--- config.mk ---
export PLATFORM = sky130hd
export DESIGN_NAME = clmul_divider_flat
export DESIGN_NICKNAME = d
export VERILOG_FILES = /design/src/rtl/clmul_divider_if.sv /design/src/rtl/clmul_divider.sv /design/src/flat_wrapper.sv
export SDC_FILE = /design/constraint.sdc
export NUM_CORES = 1
export LEC_CHECK = 0
export CAP_MARGIN = 0
export CORE_ASPECT_RATIO = 1.75
export CORE_MARGIN = 5
export CORE_UTILIZATION = 28
export DETAILED_ROUTE_END_ITERATION = 6
export DONT_BUFFER_PORTS = 1
export PLACE_DENSITY = 0.45
export SLEW_MARGIN = 20
export SYNTH_ARGS = -nofsm -noshare
export SYNTH_HDL_FRONTEND = slang
export SYNTH_SLANG_ARGS = --single-unit
--- constraint.sdc ---
create_clock -name clk_i -period 17.77 [get_ports clk_i]
set_clock_uncertainty 0.1 [all_clocks]
set_input_delay 5.331 -clock clk_i [delete_from_list [all_inputs] [get_ports clk_i]]
set_output_delay 5.331 -clock clk_i [all_outputs]
set_load 0.05 [all_outputs]
--- src/rtl/clmul_divider_if.sv ---
// Request/response bundle for the carry-less polynomial divider.
// slave is the divider's view, master is the requester/consumer's view.
interface clmul_divider_if #(
  parameter int WIDTH = 64
);
  logic             flush_i;
  logic             valid_i;
  logic             ready_o;
  logic [WIDTH-1:0] dividend_i;
  logic [WIDTH-1:0] divisor_i;
  logic             is_32_bit_mode_i;
  logic             valid_o;
  logic             ready_i;
  logic [WIDTH-1:0] quotient_o;
  logic [WIDTH-1:0] remainder_o;
  logic             div_by_zero_o;

  modport slave (
    input  flush_i, valid_i, dividend_i, divisor_i, is_32_bit_mode_i, ready_i,
    output ready_o, valid_o, quotient_o, remainder_o, div_by_zero_o
  );

  modport master (
    output flush_i, valid_i, dividend_i, divisor_i, is_32_bit_mode_i, ready_i,
    input  ready_o, valid_o, quotient_o, remainder_o, div_by_zero_o
  );
endinterface

--- src/rtl/clmul_divider.sv ---
// Iterative GF(2)[x] divider: one quotient bit per cycle, valid/ready on both sides.
//   state | meaning
//   IDLE  | ready for a request
//   BUSY  | shifting dividend bits MSB-first through the remainder
//   DONE  | result presented, waiting for ready_i
module clmul_divider #(
  parameter int WIDTH = 64
) (
  input logic            clk_i,
  input logic            rst_i,
  clmul_divider_if.slave bus
);
  localparam int CW = $clog2(WIDTH);

  typedef enum logic [1:0] {IDLE, BUSY, DONE} state_t;

  state_t           state_q, state_d;
  logic [WIDTH-1:0] dividend_q, dividend_d;
  logic [WIDTH-1:0] divisor_q, divisor_d;
  logic [WIDTH-1:0] rem_q, rem_d;
  logic [WIDTH-1:0] quo_q, quo_d;
  logic [CW-1:0]    cnt_q, cnt_d;
  logic [CW-1:0]    d_idx_q, d_idx_d;
  logic             dbz_q, dbz_d;

  logic [WIDTH-1:0] a_eff, b_eff, r_shift;
  logic [CW-1:0]    lead;
  logic             valid_int;

  always_comb begin
    a_eff = bus.dividend_i;
    b_eff = bus.divisor_i;
    if (bus.is_32_bit_mode_i) begin
      a_eff[WIDTH-1:32] = '0;
      b_eff[WIDTH-1:32] = '0;
    end
  end

  // Leading-one encoder: the highest set bit wins because it is visited last.
  always_comb begin
    lead = '0;
    for (int i = 0; i < WIDTH; i++) begin
      if (b_eff[i]) lead = CW'(i);
    end
  end

  assign r_shift = {rem_q[WIDTH-2:0], dividend_q[cnt_q]};

  always_ff @(posedge clk_i or posedge rst_i) begin
    if (rst_i) begin
      state_q    <= IDLE;
      dividend_q <= '0;
      divisor_q  <= '0;
      rem_q      <= '0;
      quo_q      <= '0;
      cnt_q      <= '0;
      d_idx_q    <= '0;
      dbz_q      <= 1'b0;
    end else begin
      state_q    <= state_d;
      dividend_q <= dividend_d;
      divisor_q  <= divisor_d;
      rem_q      <= rem_d;
      quo_q      <= quo_d;
      cnt_q      <= cnt_d;
      d_idx_q    <= d_idx_d;
      dbz_q      <= dbz_d;
    end
  end

  always_comb begin
    state_d    = state_q;
    dividend_d = dividend_q;
    divisor_d  = divisor_q;
    rem_d      = rem_q;
    quo_d      = quo_q;
    cnt_d      = cnt_q;
    d_idx_d    = d_idx_q;
    dbz_d      = dbz_q;

    if (bus.flush_i) begin
      state_d = IDLE;
    end else begin
      unique case (state_q)
        IDLE: begin
          if (bus.valid_i) begin
            dividend_d = a_eff;
            divisor_d  = b_eff;
            d_idx_d    = lead;
            cnt_d      = bus.is_32_bit_mode_i ? CW'(31) : CW'(WIDTH - 1);
            quo_d      = '0;
            if (b_eff == '0) begin
              rem_d   = a_eff;
              dbz_d   = 1'b1;
              state_d = DONE;
            end else begin
              rem_d   = '0;
              dbz_d   = 1'b0;
              state_d = BUSY;
            end
          end
        end
        BUSY: begin
          quo_d = {quo_q[WIDTH-2:0], r_shift[d_idx_q]};
          rem_d = r_shift[d_idx_q] ? (r_shift ^ divisor_q) : r_shift;
          if (cnt_q == '0) state_d = DONE;
          else             cnt_d   = cnt_q - 1'b1;
        end
        DONE: begin
          if (bus.ready_i) state_d = IDLE;
        end
        default: state_d = IDLE;
      endcase
    end
  end

  assign valid_int         = (state_q == DONE);
  assign bus.ready_o       = (state_q == IDLE);
  assign bus.valid_o       = valid_int;
  assign bus.quotient_o    = quo_q;
  assign bus.remainder_o   = rem_q;
  assign bus.div_by_zero_o = dbz_q;

  // A presented result must not move while the consumer stalls.
  hold_stable: assert property (
    @(posedge clk_i) disable iff (rst_i)
    (valid_int && !bus.ready_i && !bus.flush_i) |=>
      (valid_int && $stable(quo_q) && $stable(rem_q) && $stable(dbz_q))
  );
endmodule
--- src/flat_wrapper.sv ---
// flat-port wrapper written by rule: the top's interface ports become plain ports
module clmul_divider_flat 
#(
  parameter int WIDTH = 64
)
  (clk_i, rst_i, bus_flush_i, bus_valid_i, bus_dividend_i, bus_divisor_i, bus_is_32_bit_mode_i, bus_ready_i, bus_ready_o, bus_valid_o, bus_quotient_o, bus_remainder_o, bus_div_by_zero_o);
  clmul_divider_if #(.WIDTH(WIDTH)) bus_i ();
  input logic clk_i;
  input logic rst_i;
  input wire logic [$bits(bus_i.flush_i)-1:0] bus_flush_i;
  input wire logic [$bits(bus_i.valid_i)-1:0] bus_valid_i;
  input wire logic [$bits(bus_i.dividend_i)-1:0] bus_dividend_i;
  input wire logic [$bits(bus_i.divisor_i)-1:0] bus_divisor_i;
  input wire logic [$bits(bus_i.is_32_bit_mode_i)-1:0] bus_is_32_bit_mode_i;
  input wire logic [$bits(bus_i.ready_i)-1:0] bus_ready_i;
  output wire logic [$bits(bus_i.ready_o)-1:0] bus_ready_o;
  output wire logic [$bits(bus_i.valid_o)-1:0] bus_valid_o;
  output wire logic [$bits(bus_i.quotient_o)-1:0] bus_quotient_o;
  output wire logic [$bits(bus_i.remainder_o)-1:0] bus_remainder_o;
  output wire logic [$bits(bus_i.div_by_zero_o)-1:0] bus_div_by_zero_o;
  assign bus_i.flush_i = bus_flush_i;
  assign bus_i.valid_i = bus_valid_i;
  assign bus_i.dividend_i = bus_dividend_i;
  assign bus_i.divisor_i = bus_divisor_i;
  assign bus_i.is_32_bit_mode_i = bus_is_32_bit_mode_i;
  assign bus_i.ready_i = bus_ready_i;
  assign bus_ready_o = bus_i.ready_o;
  assign bus_valid_o = bus_i.valid_o;
  assign bus_quotient_o = bus_i.quotient_o;
  assign bus_remainder_o = bus_i.remainder_o;
  assign bus_div_by_zero_o = bus_i.div_by_zero_o;
  clmul_divider #(.WIDTH(WIDTH)) u_core (.clk_i(clk_i), .rst_i(rst_i), .bus(bus_i));
endmodule
Word level (Yosys, flattened, before mapping)
Index checks and enable logic that the tools add are counted.
Word-level totals
  register bits: 271
  input port bits: 134
  output and inout bits: 131
  logic and storage cells: 114
Operators by class
  add/subtract/negate cells: 1
  magnitude comparators: 2
  eq/ne operators: 7
  multiplexer cells: 86
  bitwise logic cells: 2
  reductions and logical operators: 8
Operator list (count)
  $mux 64: 4
  $pmux 64 s2: 2
  $mux 6: 35
  $mux 5: 16
  $logic_not 64->1: 1
  $mux 32: 2
  $xor 64x64->64: 1
  $mux 4: 8
  $lt 6x7->1 const B: 2
  $mux 2: 7
  $bmux 1 s6: 2
  $mux 3: 4
  $pmux 6 s2: 1
  $reduce_and 3->1: 3
  $logic_not 6->1: 1
  $ne 3x3->1 const B: 2
  $pmux 2 s3: 1
  $sub 6x1->6 const B: 1
  $mux 1: 4
  $ne 2x2->1 const B: 2
  $reduce_and 4->1: 1
  $ne 3x2->1 const B: 1
  $eq 2x1->1 const B: 1
  $eq 2x2->1 const B: 1
  3 further kinds: 3

Depth between registers and ports, before layout
Gate-level depths: netlist of run 1.
  word-level depth: 63
  depth in mapped cells: 13
  depth with buffers taken out: 9

Worst setup path after synthesis of run 1
Ideal clock, no wire load.
  path type: input port to flip-flop
  start point: in bus_divisor_i[38]
  end point: reg u_core.rem_q[1] (netlist: u_core.bus.remainder_o[1])
  data arrival time: 7.136 ns
  slack: 10.456 ns
  stages: 11
  cells stage by stage: nor4_1 -> a31oi_1 -> nor4_1 -> and3_1 -> clkbuf_1 -> buf_2 -> buf_2 -> nand3_1 -> a21oi_1 -> a21oi_1 -> a21oi_1
Between the ends
  word-level cells in the longest chain between the ends: 5
RTL lines
  start: declaration: RTL line flat_wrapper.sv:13  | input wire logic [$bits(bus_i.divisor_i)-1:0] bus_divisor_i;
  $mux 32: RTL line clmul_divider.sv:33  | if (bus.is_32_bit_mode_i) begin
  $logic_not 64->1: RTL line clmul_divider.sv:92  | if (b_eff == '0) begin
  $mux 64: RTL line clmul_divider.sv:92
  $mux 64: RTL line clmul_divider.sv:86  | if (bus.valid_i) begin
  $pmux 64 s2: RTL line clmul_divider.sv:84  | unique case (state_q)
  end signal: assignment: RTL line clmul_divider.sv:63  | rem_q <= rem_d;
  end: declaration: RTL line clmul_divider.sv:20  | logic [WIDTH-1:0] rem_q, rem_d;
No other way between the ends. The select of a mux whose other input is x is not followed.
A chain may end at the register's enable or synchronous reset.

Final worst setup path of run 1
  start point: in bus_divisor_i[38]
  end point: reg u_core.rem_q[23] (netlist: u_core.bus.remainder_o[23])
The elaborated chain is that of the path after synthesis.

==> impl_metrics.csv, run 1 <==
group,metric,value,unit
run_status,run_status,"finished clean",
synthesis,synth_top_family_by_area,"simple AND/OR/NAND/NOR gates",
timing,finalHoldViolCount,0,
placed_design,place_congestion,0.835,
clock_network,clkTransAtPathRegs,60,ps
synthesis,yosys.area_share.adder,0.176,%
clock_network,numCtsBuffers,29,
layout,layout_commonest_cell,"nand2_1",
power,ir_worst_vdd,0.0866,mV
layout,final_cell_mix,"nand2_1, dfrtp_1, a21oi_1, nand3_1, o21ai_0",
worst_setup_path,cp_slowest_stage_delay,700,ps
die,dieWidth,181,microns
synthesis,synthDominantCellAreaShare,47.6,%
power,p_per_area,124,mW/mm^2
timing,setup_viol,0,
clock_network,cts_tree,"done",
synthesis,synth_compound_area_share,18.2,%
layout,fin_area,0.0156,sq mm
layout,nFillCells,5378,
synthesis,synth_xor_area_share,0.184,%
power,p_comb_share,21.9,%
layout,instances_no_fill,2194,
synthesis,syn_nets,1712,
clock_network,htree_levels,1,
clock_network,cts_resized,0,
power,p_seq_share,47.6,%
placed_design,dp_hpwl,39.8,mm
synthesis,yosysTopAreaCell,"dfrtp_1",
worst_setup_path,path_buf_inv,1,
worst_setup_path,r2r_slack,13430,ps
worst_setup_path,worstPathArrival,8190,ps
route,first_iter_violations,856,
worst_setup_path,path_delay_family,"simple AND/OR/NAND/NOR gates",
timing,max_clock_freq,129,MHz
synthesis,yosysSeqAreaShare,47.6,%
clock_network,insertion_delay,590,ps
synthesis,synthTopCellsByArea,"dfrtp_1, nand2_1, a21oi_1, mux2i_1, a22o_1",
power,swShare,38.5,%
synthesis,ys_types,56,
layout,layout-drive-gt1-share,6.30,%
die,initial_utilization,28.2,%
placed_design,placed_cell_area,0.0147,sq mm
worst_setup_path,crit_path_end_kind,"flop",
layout,area_delta_synth_final,9.50,%
die,ioPinCount,265,
clock_network,holdBufCountCts,0,
synthesis,ys_ff_latch,271,
global_routing,grt_max_degree,209,
synthesis,synth_edf_count,0,
timing,drv_slew,0,
timing,max_slew.worst_pin.slew,1110,ps
route,drc_errors,0,
timing,fin_setup_tns,0,ps
worst_setup_path,slowest_stage,"buf_4",
synthesis,syn_avg_cell_area,9.04,sq um
power,power_frac_clock,30.4,%
clock_network,cts.root.buffer_cell,"clkbuf_16",
clock_network,cts_max_path_buffers,3,
timing,period_share,43.8,%
synthesis,synth_mux_area_share,8.12,%
synthesis,synthFlopType,"dfrtp_1",
layout,finalNetCount,1640,
die,core_area,0.0505,sq mm
die,rows,109,
global_routing,gr-total-overflow,0,
timing,fin_crit,7780,ps
worst_setup_path,worstSetupPathType,"input pin to flop",
global_routing,first_global_vias,12100,
global_routing,grt_pass1_wl,82.7,mm
worst_setup_path,crit_path_frequent_cell,"a21oi_1",
worst_setup_path,crit_chain,"nor4_1, a31oi_1, nor4_1, and3_2, buf_4, nand3_1, a21oi_1, a21oi_1, a21oi_1",
clock_network,cts_setup_buffers,0,
flow_run,max-cap-violations,0,
timing,max_slew_margin,25.6,%
synthesis,syn_area,0.0142,sq mm
timing,whs,375,ps
route,drt_first_pass_iters,6,
route,postRouteWirelength,56.2,mm
die,die-area,0.0557,sq mm
worst_setup_path,crit_fanout,67,
worst_hold_path,hold_path_class,"flop to flop",
power,p_int,1190,uW
power,p_leak,0.00690,uW
synthesis,syn_inst,1576,
global_routing,antenna_found_initial,2,
placed_design,dp.cells,2139,
worst_setup_path,cp-start-kind,"input pin",
die,die_h,308,microns
clock_network,cts.sinks,271,
route,vias,12100,
route,postRouteAntennaNets,0,
global_routing,grt_usage,19.4,%
synthesis,async_flop_share,100,%
timing,rsz0062_at_grt,"no",
power,switchingPower,744,uW
synthesis,synthSimpleGateAreaFrac,20.9,%
worst_setup_path,cp.required,18170,ps
route,avgViaCountPerCell,5.53,
synthesis,yosysWarningCount,0,
placed_design,io_buffers,0,
route,wl_per_cell,25.6,microns
synthesized netlist by cell type (2+ instances only):
library cell  number
nand4_1            4
a41oi_1            5
nor2b_1            6
a22oi_1           13
nor3_1            25
o31ai_1           14
o32ai_1            2
xnor2_1            3
clkbuf_1          74
nor2_1            53
a22o_1            73
ha_1               2
inv_1             23
o22ai_1            2
o211a_1            3
nand3_1          114
or4b_1            23
nand3b_1          29
o211ai_1           4
nand2b_1           8
mux2i_1           68
dfrtp_1          271
o311ai_0           3
nor4_1            11
a21o_1             2
o221ai_1           4
a31oi_1           34
o21bai_1           4
o21ai_1            2
mux2_2             2
nand2_1          370
buf_1             22
buf_2             10
a21oi_1          140
buf_6             13
o2111ai_1          3
mux4_2            19
or3_1              3
o21ai_0           96
and2_1             2
nor3b_1            2
area by class of cell:
class | instances | area (sq um) | area share, %
inverters | 23 | 93.8 | 0.602
diodes | 3 | 7.51 | 0.0481
repair buffers | 19 | 159 | 1.02
clock buffers | 41 | 821 | 5.26
well taps | 666 | 833 | 5.34
multi-input cells | 1160 | 6830 | 43.8
flip-flops and latches | 271 | 6780 | 43.5
clock inverters | 11 | 68.8 | 0.441
through the flow:
stage / worst slack [ps] / total power (uW) / utilization (%)
floorplan: 4870 / 1230 / -
global placement: 9260 / 1350 / 29.1
detailed placement: 9240 / 1360 / 29.1
CTS: 9850 / 1960 / 30.9
global route: 9750 / 2030 / 30.9
finish: 9990 / 1930 / 30.9
sequential cells by signal, indices dropped and copies added, names as in the netlist:
signal,cells
u_core.d_idx_q,6
u_core.cnt_q,6
u_core.bus.remainder_o,64
u_core.dividend_q,64
u_core.divisor_q,64
u_core.bus.quotient_o,64
u_core.bus.div_by_zero_o,1
u_core.state_q,2
path summary, 6_finish.rpt:
check,to,cells past startpoint,startpoint
max,u_core.bus.remainder_o[23]$_DFFE_PP0P_,9,bus_divisor_i[38]
min,u_core.dividend_q[31]$_DFFE_PP0P_,2,u_core.dividend_q[31]$_DFFE_PP0P_
max reg2reg,u_core.bus.remainder_o[58]$_DFFE_PP0P_,9,u_core.cnt_q[1]$_DFFE_PP0P_
min reg2reg,u_core.dividend_q[31]$_DFFE_PP0P_,2,u_core.dividend_q[31]$_DFFE_PP0P_
max in group asynchronous,u_core.divisor_q[45]$_DFFE_PP0P_,4,rst_i
min in group asynchronous,u_core.state_q[1]$_DFFE_PP0P_,1,rst_i
power by group through the flow:
stage	Clock (uW)	Sequential (uW)	Combinational, uW
2_1_floorplan	0	865	365
3_3_place_gp	0	930	424
3_5_place_dp	0	934	430
4_1_cts	608	921	431
5_1_grt	626	935	468
6_report	588	920	424
worst register-to-register path: cells and delay by family (launching register included):
family                 cells  cell delay, ps
AOI/OAI and AO/OA          5            1350
muxes                      2             970
DFF                        1             600
buffers and inverters      2            1160
per-layer routing:
metal / up-vias / routed length (microns) / track usage, %
li1: 5515 / - / -
met1: 6045 / 19100 / 19.7
met2: 456 / 28400 / 34.3
met3: 116 / 5580 / 7.91
met4: 0 / 3160 / 9.61
met5: - / 0 / 0
cells by family (layout without fill, tap and decap cells):
logic type      after synthesis  after routing
buf+inv                     145             94
other cells                   0              3
compound gates              412            412
simple gates                653            653
fa+ha+maj                     2              2
xor+xnor                      3              3
mux                          90             90
flops                       271            271
Power figures use the tool's default switching activity.
==> run 2, diff against run 1 <==
--- a/config.mk
+++ b/config.mk
@@ -11,7 +11,7 @@
 export CORE_UTILIZATION = 28
 export DETAILED_ROUTE_END_ITERATION = 6
 export DONT_BUFFER_PORTS = 1
-export PLACE_DENSITY = 0.45
+export PLACE_DENSITY = 0.47
 export SLEW_MARGIN = 20
 export SYNTH_ARGS = -nofsm -noshare
 export SYNTH_HDL_FRONTEND = slang
==> constraint.sdc (replaced) <==
create_clock -name clk_i -period 6.7 [get_ports clk_i]
set_clock_uncertainty 0.1 [all_clocks]
set_input_delay 2.01 -clock clk_i [delete_from_list [all_inputs] [get_ports clk_i]]
set_output_delay 2.01 -clock clk_i [all_outputs]
set_load 0.05 [all_outputs]
==> run 2 against run 1 <==
Combinational power rose to 2.6 times the previous value. Design area up 1.1%. Hold slack worse by 2.1 ps. Via count down 0.55%. Clock power rose to 2.9 times the previous value. Routed wire length down 0.49%. Die area unchanged. Total power rose to 2.7 times the previous value. Utilization up 0.33 points. Sequential power rose to 2.7 times the previous value.
==> impl_metrics.csv, run 2 (synthesized netlist as in run 1, its figures left out) <==
group,metric,value,unit
placed_design,pre_cts_ws,1460,ps
power,p_int,3300,uW
die,initial_utilization,28.2,%
clock_network,numCtsBuffers,29,
route,wl_per_cell,25.4,microns
die,dieWidth,181,microns
die,rows,109,
worst_setup_path,crit_chain,"nor4_1, and4b_1, and3_2, nand3_1, a21oi_1, a21oi_1, a21oi_1",
global_routing,gr-total-overflow,0,
route,postRouteAntennaNets,0,
layout,finalNetCount,1645,
route,vias,12100,
clock_network,cts.root.buffer_cell,"clkbuf_16",
clock_network,insertion_delay,580,ps
layout,multiInputGateArea,0.00684,sq mm
timing,fin_setup_tns,0,ps
die,core_area,0.0505,sq mm
worst_setup_path,cp-start-kind,"input pin",
layout,area_delta_synth_final,10.7,%
clock_network,cts_max_path_buffers,3,
run_status,run_status,"finished clean",
clock_network,holdBufCountCts,0,
timing,period_share,69.2,%
worst_setup_path,path_delay_family,"simple AND/OR/NAND/NOR gates",
power,p_leak,0.00697,uW
power,switchingPower,1990,uW
layout,layout_commonest_cell,"nand2_1",
worst_setup_path,cp_slowest_stage_delay,970,ps
timing,fin_crit,4630,ps
clock_network,cts_setup_buffers,0,
timing,fin_ws,2070,ps
worst_setup_path,cp.required,7100,ps
worst_hold_path,hold_path_class,"flop to flop",
die,die-area,0.0557,sq mm
clock_network,cts.sinks,271,
worst_setup_path,crit_fanout,44,
route,drt_first_pass_iters,5,
placed_design,place_congestion,0.817,
worst_setup_path,path_buf_inv,0,
die,die_h,308,microns
timing,max_slew_margin,23.7,%
worst_setup_path,crit_path_end_kind,"flop",
timing,finalHoldViolCount,0,
power,swShare,37.7,%
placed_design,io_buffers,0,
layout,nFillCells,5307,
flow_run,max-cap-violations,0,
power,p_comb_share,21.2,%
power,p_seq_share,46.4,%
timing,drv_slew,0,
route,postRouteWirelength,55.9,mm
layout,register_area,0.00678,sq mm
power,ir_worst_vdd,0.183,mV
global_routing,grt_pass1_wl,82.3,mm
route,first_iter_violations,843,
global_routing,grt_usage,19.2,%
global_routing,grt_max_degree,173,
clock_network,cts_resized,0,
power,p_per_area,336,mW/mm^2
global_routing,antenna_found_initial,0,
clock_network,htree_levels,1,
placed_design,dp_hpwl,39.6,mm
route,avgViaCountPerCell,5.49,
timing,max_clock_freq,216,MHz
timing,setup_viol,0,
worst_setup_path,worstSetupPathType,"input pin to flop",
layout,final_cell_mix,"nand2_1, dfrtp_1, a21oi_1, nand3_1, o21ai_0",
timing,max_slew.worst_pin.slew,1140,ps
route,drc_errors,0,
layout,layout-drive-gt1-share,6.99,%
worst_setup_path,slowest_stage,"and3_2",
worst_setup_path,worstPathArrival,5040,ps
worst_setup_path,crit_path_frequent_cell,"a21oi_1",
timing,rsz0062_at_grt,"no",
global_routing,first_global_vias,11900,
die,ioPinCount,265,
clock_network,clkTransAtPathRegs,60,ps
power,power_frac_clock,32.4,%
clock_network,cts_tree,"done",
## run 2: changes by cell type in the layout (fill, tap and decap cells not counted), sizes merged
cell	delta
buf	+5
bufinv	+3
clkbuf	-2
clkinv	-3
clkinvlp	+2
diode	-2
## run 2: routing by layer
metal  global-route usage (%)  share of wire (%)  wire (microns)  vias to the layer above
met5                        0                  0               0                        -
met2                     34.5                 52           28800                      406
met4                     7.50                4.1            2310                        0
li1                         -                  -               -                     5502
met1                     20.4                 35           19600                     6054
met3                     6.93                9.2            5120                      103
## run 2: final timing paths
kind | depth (start not counted) | start | endpoint | slack, ps
min in group asynchronous | 1 | rst_i | u_core.bus.quotient_o[44]$_DFFE_PP0P_ | 1230
hold reg to reg | 2 | u_core.dividend_q[22]$_DFFE_PP0P_ | u_core.dividend_q[22]$_DFFE_PP0P_ | 370
setup / recovery | 7 | bus_divisor_i[18] | u_core.bus.remainder_o[23]$_DFFE_PP0P_ | 2070
setup reg to reg | 8 | u_core.d_idx_q[1]$_DFFE_PP0P_ | u_core.bus.remainder_o[42]$_DFFE_PP0P_ | 2370
max in group asynchronous | 3 | rst_i | u_core.d_idx_q[0]$_DFFE_PP0P_ | 3850
hold / removal | 2 | u_core.dividend_q[22]$_DFFE_PP0P_ | u_core.dividend_q[22]$_DFFE_PP0P_ | 370
## run 2: cell type report
| type | instances | area share [%] |
|---|---|---|
| diodes | 1 | 0.0159 |
| flip-flops and latches | 271 | 43.0 |
| multi-input cells | 1160 | 43.4 |
| inverters | 23 | 0.572 |
| clock buffers | 39 | 5.29 |
| clock inverters | 13 | 0.992 |
| well taps | 666 | 5.29 |
| repair buffers | 24 | 1.43 |
## run 2: tightest hold or removal path: stages (launching register included)
cell,delay [ps]
dfrtp_1,340
nand2_1,50
nand2_1,50
## run 2: power by group through the flow
stage | Clock, uW | Combinational [uW] | Sequential, uW
6_report | 1710 | 1120 | 2460
5_1_grt | 1810 | 1230 | 2500
4_1_cts | 1760 | 1130 | 2460
3_5_place_dp | 0 | 1130 | 2490
3_3_place_gp | 0 | 1110 | 2480
2_1_floorplan | 0 | 970 | 2290
## run 2: through the flow
stage	instances	hold slack, ps	total power [uW]	utilization (%)	instance area [sq um]
floorplan	1576	338	3260	-	14200
global placement	2142	353	3600	29.2	14700
detailed placement	2143	359	3620	29.2	14700
CTS	2195	375	5360	31.2	15700
global route	2196	400	5540	31.2	15800
finish	2197	373	5290	31.2	15800
==> run 3, diff against run 2 <==
--- a/config.mk
+++ b/config.mk
@@ -11,7 +11,7 @@
 export CORE_UTILIZATION = 28
 export DETAILED_ROUTE_END_ITERATION = 6
 export DONT_BUFFER_PORTS = 1
-export PLACE_DENSITY = 0.47
+export PLACE_DENSITY = 0.45
 export SLEW_MARGIN = 20
 export SYNTH_ARGS = -nofsm -noshare
 export SYNTH_HDL_FRONTEND = slang
==> constraint.sdc (replaced) <==
create_clock -name clk_i -period 4.75 [get_ports clk_i]
set_clock_uncertainty 0.1 [all_clocks]
set_input_delay 1.425 -clock clk_i [delete_from_list [all_inputs] [get_ports clk_i]]
set_output_delay 1.425 -clock clk_i [all_outputs]
set_load 0.05 [all_outputs]
==> run 3 against run 2 <==
Highest routed layer is now met5. Global-route usage up 0.24 points. Sequential cell count stayed put. Non-clock buffer count is 14 higher. Critical endpoint is now u_core.bus.remainder_o[41]$_DFFE_PP0P_.
==> impl_metrics.csv, run 3 (synthesized netlist as in run 1, its figures left out) <==
group,metric,value,unit
run_status,run_status,"finished clean",
layout,area_delta_synth_final,11.8,%
worst_setup_path,cp.required,5160,ps
clock_network,holdBufCountCts,0,
timing,finalHoldViolCount,0,
worst_setup_path,cp_slowest_stage_delay,1050,ps
die,die_h,308,microns
worst_setup_path,crit_fanout,28,
global_routing,antenna_found_initial,1,
flow_run,max-cap-violations,0,
route,postRouteWirelength,56.0,mm
global_routing,first_global_vias,12300,
timing,rsz0062_at_grt,"no",
power,ir_worst_vdd,0.300,mV
global_routing,grt_usage,19.4,%
timing,max_slew.worst_pin.slew,1090,ps
placed_design,dp.cells,2158,
clock_network,insertion_delay,600,ps
clock_network,cts.root.buffer_cell,"clkbuf_16",
timing,fin_crit,3790,ps
clock_network,cts_max_path_buffers,3,
layout,final_cell_mix,"nand2_1, dfrtp_1, a21oi_1, nand3_1, o21ai_0",
clock_network,numCtsBuffers,29,
clock_network,cts.sinks,271,
worst_setup_path,crit_path_frequent_cell,"nand4_1",
timing,max_clock_freq,264,MHz
timing,drv_slew,0,
layout,finalNetCount,1659,
route,wl_per_cell,25.3,microns
worst_setup_path,r2r_cells,10,
route,avgViaCountPerCell,5.48,
clock_network,clkTransAtPathRegs,70,ps
die,initial_utilization,28.2,%
global_routing,gr-total-overflow,0,
die,ioPinCount,265,
worst_setup_path,worstSetupPathType,"flop to flop",
layout,fin_area,0.0159,sq mm
timing,max_slew_margin,27.3,%
clock_network,cts_tree,"done",
power,p_leak,0.00706,uW
worst_setup_path,r2r-end,"u_core.bus.remainder_o[41]$_DFFE_PP0P_",
placed_design,io_buffers,0,
worst_setup_path,r2r-start,"u_core.cnt_q[1]$_DFFE_PP0P_",
global_routing,grt_pass1_wl,83.0,mm
die,die-area,0.0557,sq mm
clock_network,htree_levels,1,
route,vias,12100,
placed_design,pre_cts_ws,431,ps
layout,layout-drive-gt1-share,7.57,%
layout,instances_no_fill,2213,
clock_network,cts_resized,0,
worst_setup_path,crit_path_end_kind,"flop",
die,rows,109,
worst_setup_path,slowest_stage,"dfrtp_1",
worst_setup_path,cp-start-kind,"flop",
worst_setup_path,worstPathArrival,4200,ps
timing,fin_ws,963,ps
timing,setup_viol,0,
power,p_per_area,471,mW/mm^2
layout,nFillCells,5339,
clock_network,cts_setup_buffers,0,
route,postRouteAntennaNets,0,
global_routing,grt_max_degree,158,
worst_setup_path,startpoint,"u_core.cnt_q[1]$_DFFE_PP0P_",
die,core_area,0.0505,sq mm
route,first_iter_violations,788,
worst_setup_path,r2r_slack,960,ps
layout,layout_commonest_cell,"nand2_1",
placed_design,place_congestion,0.845,
route,drc_errors,0,
worst_setup_path,crit_chain,"buf_12, mux2i_1, a22oi_1, nand4_1, nand4_1, o22ai_2, o211a_4, buf_4, or4b_1, nand3_1",
timing,period_share,79.7,%
route,drt_first_pass_iters,5,
placed_design,dp_hpwl,40.7,mm
worst_setup_path,critPathCapture,"u_core.bus.remainder_o[41]$_DFFE_PP0P_",
die,dieWidth,181,microns
placed_design,placed_cell_area,0.0149,sq mm
worst_hold_path,hold_path_class,"flop to flop",
run 3: cell types whose count changed in the layout (fill, tap and decap cells not counted), sizes merged:
cell	before	now
buf	24	38
bufinv	3	2
clkbuf	39	46
clkinv	6	4
clkinvlp	3	1
run 3: through the flow:
stage / power (uW) / hold WS (ps) / TNS [ps] / util (%)
finish: 7510 / 373 / 0 / 31.5
global route: 7880 / 398 / 0 / 31.5
CTS: 7600 / 376 / 0 / 31.5
detailed placement: 5160 / 359 / 0 / 29.6
global placement: 5120 / 354 / 0 / 29.6
floorplan: 4600 / 338 / -96590 / -
run 3: worst min-delay path by stage:
stage,startpoint,to,slack [ps],depth (start not counted)
2_1_floorplan,u_core.dividend_q[56]$_DFFE_PP0P_,u_core.dividend_q[56]$_DFFE_PP0P_,340,2
3_3_place_gp,u_core.dividend_q[24]$_DFFE_PP0P_,u_core.dividend_q[24]$_DFFE_PP0P_,350,2
3_5_place_dp,u_core.dividend_q[26]$_DFFE_PP0P_,u_core.dividend_q[26]$_DFFE_PP0P_,360,2
4_1_cts,u_core.dividend_q[26]$_DFFE_PP0P_,u_core.dividend_q[26]$_DFFE_PP0P_,380,2
5_1_grt,u_core.divisor_q[50]$_DFFE_PP0P_,u_core.divisor_q[50]$_DFFE_PP0P_,400,2
6_report,u_core.dividend_q[4]$_DFFE_PP0P_,u_core.dividend_q[4]$_DFFE_PP0P_,370,2
run 3: area by class of cell:
class                   instances  area [sq um]  area share, %
diodes                          1          2.50         0.0157
well taps                     666           833           5.23
clock buffers                  46           880           5.52
multi-input cells            1160          6840           42.9
repair buffers                 38           385           2.42
clock inverters                 8           113          0.707
inverters                      23          90.1          0.566
flip-flops and latches        271          6780           42.6
run 3: critical path: cells and delay by family (launching register included):
family | cells | cell delay (ps)
buf+inv | 2 | 530
compound gates | 3 | 940
simple gates | 4 | 930
mux | 1 | 110
flops | 1 | 1050
run 3: layer usage:
metal	wire length (microns)	track usage (%)	vias up
met3	4850	6.97	101
met5	13	0	-
met1	20000	20.6	6023
met4	2170	7.20	2
li1	-	-	5552
met2	29000	35.3	442
run 3: power by group:
part	total (uW)	leakage, uW	switching (uW)	internal, uW
Combinational	1650	0.00300	968	680
Sequential	3440	0.00357	834	2610
Clock	2410	0.000490	1030	1380
